===== src/rtl/serial_addsub_ctrl_pkg.sv =====
// Shared types and helpers for the bit-serial add/subtract sequencer.
// Holds the FSM state encoding and the counter-width helper.
package serial_addsub_ctrl_pkg;

   typedef enum logic [1:0] {
      IDLE = 2'd0,
      RUN  = 2'd1,
      DONE = 2'd2
   } state_e;

   // Bits needed to count 0..value-1. Never returns less than one bit.
   function automatic int clog2(input int value);
      int result;
      result = 1;
      for (int i = 0; i < 31; i++) begin
         if ((1 << i) < value) begin
            result = i + 1;
         end
      end
      return result;
   endfunction

endpackage


===== src/rtl/serial_addsub_ctrl_add1b.sv =====
// Existing 1-bit adder-subtractor slice: optionally inverts b and produces the sum bit.
// Carry generation is left to the surrounding controller.
module add1b (
   input  logic a_i,
   input  logic b_i,
   input  logic inv_i,
   input  logic c_i,
   output logic s_o,
   output logic x_o
);

   assign x_o = b_i ^ inv_i;
   assign s_o = a_i ^ x_o ^ c_i;

endmodule


===== src/rtl/serial_addsub_ctrl.sv =====
// Bit-serial WIDTH-bit add/subtract built around one add1b slice.
// Operands go LSB-first through the slice, one bit per clock; results land on the DONE cycle.
module serial_addsub_ctrl #(
   parameter int WIDTH = 8
) (
   input  logic             clk_i,
   input  logic             rst_ni,
   input  logic             start_i,
   input  logic             sub_i,
   input  logic [WIDTH-1:0] a_i,
   input  logic [WIDTH-1:0] b_i,
   output logic             busy_o,
   output logic             done_o,
   output logic [WIDTH-1:0] s_o,
   output logic             cout_o,
   output logic             ovf_o
);

   import serial_addsub_ctrl_pkg::*;

   localparam int               CNT_W    = clog2(WIDTH);
   localparam logic [CNT_W-1:0] LAST_BIT = CNT_W'(WIDTH - 1);

   state_e             state_q;
   logic [WIDTH-1:0]   opA_q;
   logic [WIDTH-1:0]   opB_q;
   logic [WIDTH-2:0]   shift_q;
   logic [WIDTH-1:0]   sum_q;
   logic [CNT_W-1:0]   bitCnt_q;
   logic               sub_q;
   logic               carry_q;
   logic               busy_q;
   logic               done_q;
   logic               cout_q;
   logic               ovf_q;

   logic               bitA;
   logic               bitB;
   logic               sliceS;
   logic               sliceX;
   logic               carry_d;

   assign bitA    = opA_q[bitCnt_q];
   assign bitB    = opB_q[bitCnt_q];
   assign carry_d = (bitA & sliceX) | (carry_q & (bitA ^ sliceX));

   add1b u_slice (
      .a_i   (bitA),
      .b_i   (bitB),
      .inv_i (sub_q),
      .c_i   (carry_q),
      .s_o   (sliceS),
      .x_o   (sliceX)
   );

   // Result bits enter at the top of shift_q and drift down, so after WIDTH-1
   // cycles the first bit sits at bit 0 and the last bit completes the word.
   always_ff @(posedge clk_i or negedge rst_ni) begin
      if (!rst_ni) begin
         state_q  <= IDLE;
         opA_q    <= '0;
         opB_q    <= '0;
         shift_q  <= '0;
         sum_q    <= '0;
         bitCnt_q <= '0;
         sub_q    <= 1'b0;
         carry_q  <= 1'b0;
         busy_q   <= 1'b0;
         done_q   <= 1'b0;
         cout_q   <= 1'b0;
         ovf_q    <= 1'b0;
      end else begin
         case (state_q)
            RUN: begin
               carry_q <= carry_d;
               if (bitCnt_q == LAST_BIT) begin
                  sum_q   <= {sliceS, shift_q};
                  cout_q  <= carry_d;
                  ovf_q   <= carry_q ^ carry_d;
                  state_q <= DONE;
                  busy_q  <= 1'b0;
                  done_q  <= 1'b1;
               end else begin
                  shift_q  <= (WIDTH-1)'({sliceS, shift_q} >> 1);
                  bitCnt_q <= bitCnt_q + 1'b1;
               end
            end
            default: begin
               done_q <= 1'b0;
               if (start_i) begin
                  opA_q    <= a_i;
                  opB_q    <= b_i;
                  sub_q    <= sub_i;
                  carry_q  <= sub_i;
                  bitCnt_q <= '0;
                  state_q  <= RUN;
                  busy_q   <= 1'b1;
               end else begin
                  state_q  <= IDLE;
                  busy_q   <= 1'b0;
               end
            end
         endcase
      end
   end

   assign busy_o = busy_q;
   assign done_o = done_q;
   assign s_o    = sum_q;
   assign cout_o = cout_q;
   assign ovf_o  = ovf_q;

endmodule


===== config.mk =====
export PLATFORM = sky130hd
export DESIGN_NAME = serial_addsub_ctrl
export DESIGN_NICKNAME = d
export VERILOG_FILES = /design/src/rtl/serial_addsub_ctrl_pkg.sv /design/src/rtl/serial_addsub_ctrl_add1b.sv /design/src/rtl/serial_addsub_ctrl.sv
export SDC_FILE = /design/constraint.sdc
export NUM_CORES = 1
export LEC_CHECK = 0
export CORE_AREA = 2 2 64 66
export DETAILED_ROUTE_END_ITERATION = 8
export DIE_AREA = 0 0 66 68
export GPL_TIMING_DRIVEN = 1
export PLACE_DENSITY_LB_ADDON = 0.3
export SLEW_MARGIN = 20
export SYNTH_ARGS = -nofsm -noshare
export SYNTH_HDL_FRONTEND = slang
export SYNTH_SLANG_ARGS = --single-unit
export TNS_END_PERCENT = 1

===== constraint.sdc =====
create_clock -name clk_i -period 4.2 [get_ports clk_i]
set_input_delay 0.84 -clock clk_i [delete_from_list [all_inputs] [get_ports clk_i]]
set_output_delay 0.84 -clock clk_i [all_outputs]
set_load 0.1 [all_outputs]

After elaboration in Yosys (flattened, before gate mapping)
Index checks and enable logic that the tools add are counted.
{"block": "op_classes", "eq_ne": 4, "n_addsub": 1, "mux": 17, "n_reduce_logical": 5, "bitwise": 9, "n_lt_le_gt_ge": 1}
{"op": "1-bit 2-to-1 mux", "n": 10}
{"op": "3-bit 2-to-1 mux", "n": 3}
{"op": "2-bit AND reduction", "n": 4}
{"op": "1-bit binary-select mux with 3-bit select", "n": 2}
{"op": "3-bit by 4-bit < comparator with 1-bit output (second input constant)", "n": 1}
{"op": "2-bit 2-to-1 mux", "n": 2}
{"op": "2-bit inequality test (second input constant)", "n": 2}
{"op": "1-bit XOR", "n": 4}
{"op": "3-bit by 1-bit adder with 3-bit output (second input constant)", "n": 1}
{"op": "3-bit equality test (second input constant)", "n": 1}
{"op": "1-bit bitwise AND", "n": 2}
{"op": "2-bit by 1-bit equality test with 1-bit output (second input constant)", "n": 1}
{"op": "1-bit NOT", "n": 2}
{"op": "2-bit nonzero test", "n": 1}
{"op": "1-bit OR", "n": 1}
{"block": "word_totals", "input_bits": 20, "elab_cells": 49, "ff_bits": 42, "output_inout_bits": 12}

Logic depth before layout (Yosys ltp)
{"block": "depth", "ltp_word": 7, "mapped_depth": 7, "depth_no_buf": 6}

By module
Synthesis repeated with hierarchy kept, for this count alone.
{"block": "unflattened", "hier_cells": 111, "area_unflattened_um2": 1722.9}
{"mod": "serial_addsub_ctrl", "seq_area_each_um2": 1001.0, "area_per_inst_um2": 1689.1, "cells_each": 108, "n_inst": 1}
{"mod": "add1b", "seq_area_each_um2": 0.0, "area_per_inst_um2": 33.8, "cells_each": 3, "n_inst": 1}

Worst setup path after synthesis
No wires, ideal clock.
{"block": "synth_path", "path_type": "flip-flop to flip-flop", "from": "register bitCnt_q[0]", "to": "register ovf_q (netlist: ovf_o)", "required_time_ns": 4.117, "path_stages_with_launch": 8, "setup_ns": 0.083, "t_arrival_ns": 1.894, "period_less_slack_ns": 1.977, "slack_ns": 2.223, "n_path_buf": 1, "cell_sequence": "dfrtp_1 > buf_6 > mux2i_1 > mux4_2 > xor2_1 > fa_1 > xor2_1 > o21ai_0"}
{"block": "synth_between", "elab_chain_cells": 7, "elab_cells_between_ends": 12, "cone_classes": "1 x eq/ne; 4 x mux; 6 x bitwise; 1 x reduce/logical"}
{"element": "start: declaration", "line": "serial_addsub_ctrl.sv:29", "text": "logic [CNT_W-1:0] bitCnt_q;"}
{"element": "start signal: assignment", "line": "serial_addsub_ctrl.sv:85", "text": "bitCnt_q <= bitCnt_q + 1'b1;"}
{"element": "1-bit binary-select mux with 3-bit select", "line": "serial_addsub_ctrl.sv:44", "text": "assign bitB = opB_q[bitCnt_q];"}
{"element": "1-bit 2-to-1 mux (not written as such)", "line": "serial_addsub_ctrl.sv:44"}
{"element": "1-bit XOR", "line": "serial_addsub_ctrl_add1b.sv:12", "text": "assign x_o = b_i ^ inv_i;"}
{"element": "1-bit XOR", "line": "serial_addsub_ctrl.sv:45", "text": "assign carry_d = (bitA & sliceX) | (carry_q & (bitA ^ sliceX));"}
{"element": "1-bit bitwise AND", "line": "serial_addsub_ctrl.sv:45"}
{"element": "1-bit OR", "line": "serial_addsub_ctrl.sv:45"}
{"element": "1-bit XOR", "line": "serial_addsub_ctrl.sv:79", "text": "ovf_q <= carry_q ^ carry_d;"}
{"element": "end signal: assignment", "line": "serial_addsub_ctrl.sv:79"}
{"element": "end: declaration", "line": "serial_addsub_ctrl.sv:35", "text": "logic ovf_q;"}
Parallel ways exist; a longest one is shown, timed or not. The select of a mux whose other input is x is not followed.
A chain may end at the register's enable or synchronous reset.

==> reports/metrics.yaml <==
fin_crit_sh_pct: 64.53
cts_resized: 0
tightest_slew_ns: 0.9683
coreArea_mm2: 0.003856
routedWlPerCell_um: 13.38
final-setup-viol-count: 0
yosys_warnings: 0
relSlewSlack_pct: 35.25
firstDrtPassIters: 4
finalMaxSlewViolations: 0
cap_violations: 0
crit_type: "flip-flop to output pin"
synth.cell_area_mm2: 0.001712
use_met1_pct: 16.77
cts_root_buffer: "clkbuf_8"
clock-sinks: 40
die_h_um: 68
gp_congestion: 0.7202
syn_inst: 123
syn_avg_cell_area_um2: 13.92
start_util_pct: 44.39
hold_class: "flip-flop to flip-flop"
critPathMaxFanout: 5
fp-row-count: 23
setup_tns_ns: 0
slowest_stage: "clkdlybuf4s50_1"
drive_gt1_share_pct: 24.05
fin_skew_ns: 0.005892
clk_transition_reported_paths_ns: 0.08
dieArea_mm2: 0.004488
ys_ff_latch: 40
grt_pass1_wl_um: 5002
fill_cells: 348
cts_made_buffers: 5
final_core_util_pct: 55.39
worstPathCellList: "clkdlybuf4s50_1"
critPathBufInv: 1
insertion_delay_ns: 0.29
track_usage_pct: 15.20
dr.first_iter.drc_count: 56
fin_ws_ns: 1.490
grt_pass1_vias: 1109
synth.distinct_cells: 21
route.detailed.drc: 0
io_buffer_count: 31
drtAntennaViolNets: 0
cp.required_ns: 3.36
fin_crit_ns: 2.710
arrival_ns: 1.87
syn_to_final_growth_pct: 24.78
rsz0062_at_grt: "false"
cts_tree: "done"
fp.dieW_um: 66
slowest_delay_ns: 1.16
critPathCaptureType: "output pin"
yosysSeqAreaShare_pct: 58.48
io_pins: 32
antenna_found_initial: 0
placed_cells: 200
hold_buffers: 0
overflow: 0
syn-num-nets: 146
diodes: 0
finalHoldViolations: 0
drt-vias-per-instance: 4.923
pre_cts_slack_ns: 1.791
fmax_ghz: 0.3690
netlist_top_cells_area: "dfrtp_1 58%, mux2_2 16%, nand2_1 4.8%"
startpoint_type: "flip-flop"
grt_max_degree: 41
gr-usage-met3_pct: 5.921
cts_setup_buffers: 0
layout.cells.non_filler: 208
synth_top_area_share_pct: 58.48
yosys.area.top_type: "dfrtp_1"
status: "complete, no violations"
htree_levels: 2
met2_usage_pct: 26.89
nets: 180
cp_top_family: "buffers and inverters"
clockBufferDepth: 2
vias: 1024
dpl.hpwl_um: 2046
busiest_layer: "met2"
wl_um: 2782
-- stage by stage --
| stage | area, µm² | hold slack (ns) |
|---|---|---|
| 2_1_floorplan | 1712 | 0.4418 |
| 3_3_place_gp | 2048 | 0.4617 |
| 3_5_place_dp | 2048 | 0.4691 |
| 4_1_cts | 2136 | 0.4890 |
| 5_1_grt | 2136 | 0.5266 |
| 6_report | 2136 | 0.4895 |
-- synthesized netlist by cell type --
master / n
o21ai_0: 7
inv_1: 4
dfrtp_1: 40
mux4_1: 2
nand2_4: 1
nor3b_4: 1
fa_1: 1
mux2_2: 25
xor2_1: 2
nand3b_1: 1
nand2b_2: 1
a21oi_1: 1
or3b_1: 1
a22o_1: 2
clkbuf_1: 1
nand2_1: 22
mux2i_1: 5
buf_2: 1
buf_6: 2
mux4_2: 1
ha_1: 2
-- cell usage in the layout, fill, tap and decap left out, types with 2 or more instances in the layout --
cell type         n
nand2_1          22
clkbuf_8          5
clkinv_2          2
mux2_2           25
inv_1             4
clkdlybuf4s50_1  30
dfrtp_1          40
mux2i_1           5
a22o_1            2
mux4_1            2
xor2_1            2
o21ai_0           7
ha_1              2
-- final cells by class --
class                      instances  area [µm²]  area share [%]
tap                               50       62.56           2.929
timing repair buffer              31       305.3           14.29
inverter                           4       15.01          0.7030
sequential                        40        1001           46.87
clock buffer                       5       68.82           3.222
multi-input combinational         75       664.4           31.11
clock inverter                     3       18.77          0.8787
-- layer usage --
metal | vias up | wire length, µm | share of wire (%)
met5 | - | 0 | 0
met4 | 0 | 18 | 0.65
met3 | 2 | 171 | 6.1
met2 | 33 | 1448 | 52
met1 | 494 | 1143 | 41
li1 | 495 | - | -
-- sequential cells by signal, indices dropped and copies added, names as in the netlist --
register,flops
bitCnt_q,3
carry_q,1
cout_o,1
opA_q,8
opB_q,8
ovf_o,1
s_o,8
shift_q,7
state_q,2
sub_q,1
-- cell families after synthesis --
logic type,Yosys count,share of synthesized area (%)
compound gates,10,3.362
xor+xnor,2,1.024
fa+ha+maj,3,2.631
buf+inv,8,2.704
flops,40,58.48
mux,33,23.76
simple gates,27,8.041
-- path summary, 6_finish.rpt --
path,from,endpoint,slack (ns),cells past startpoint
max in group asynchronous,rst_ni,state_q[1],2.99,1
max reg2reg,bitCnt_q[0],ovf_o,2.02,6
max,state_q[1],done_o,1.49,1
min,shift_q[0],shift_q[0],0.49,2
min reg2reg,shift_q[0],shift_q[0],0.49,2
min in group asynchronous,rst_ni,shift_q[6],0.67,1
Power is left out: the tool's default activity adds up to more than one toggle a clock period on the data nets, which glitch-free logic cannot reach.
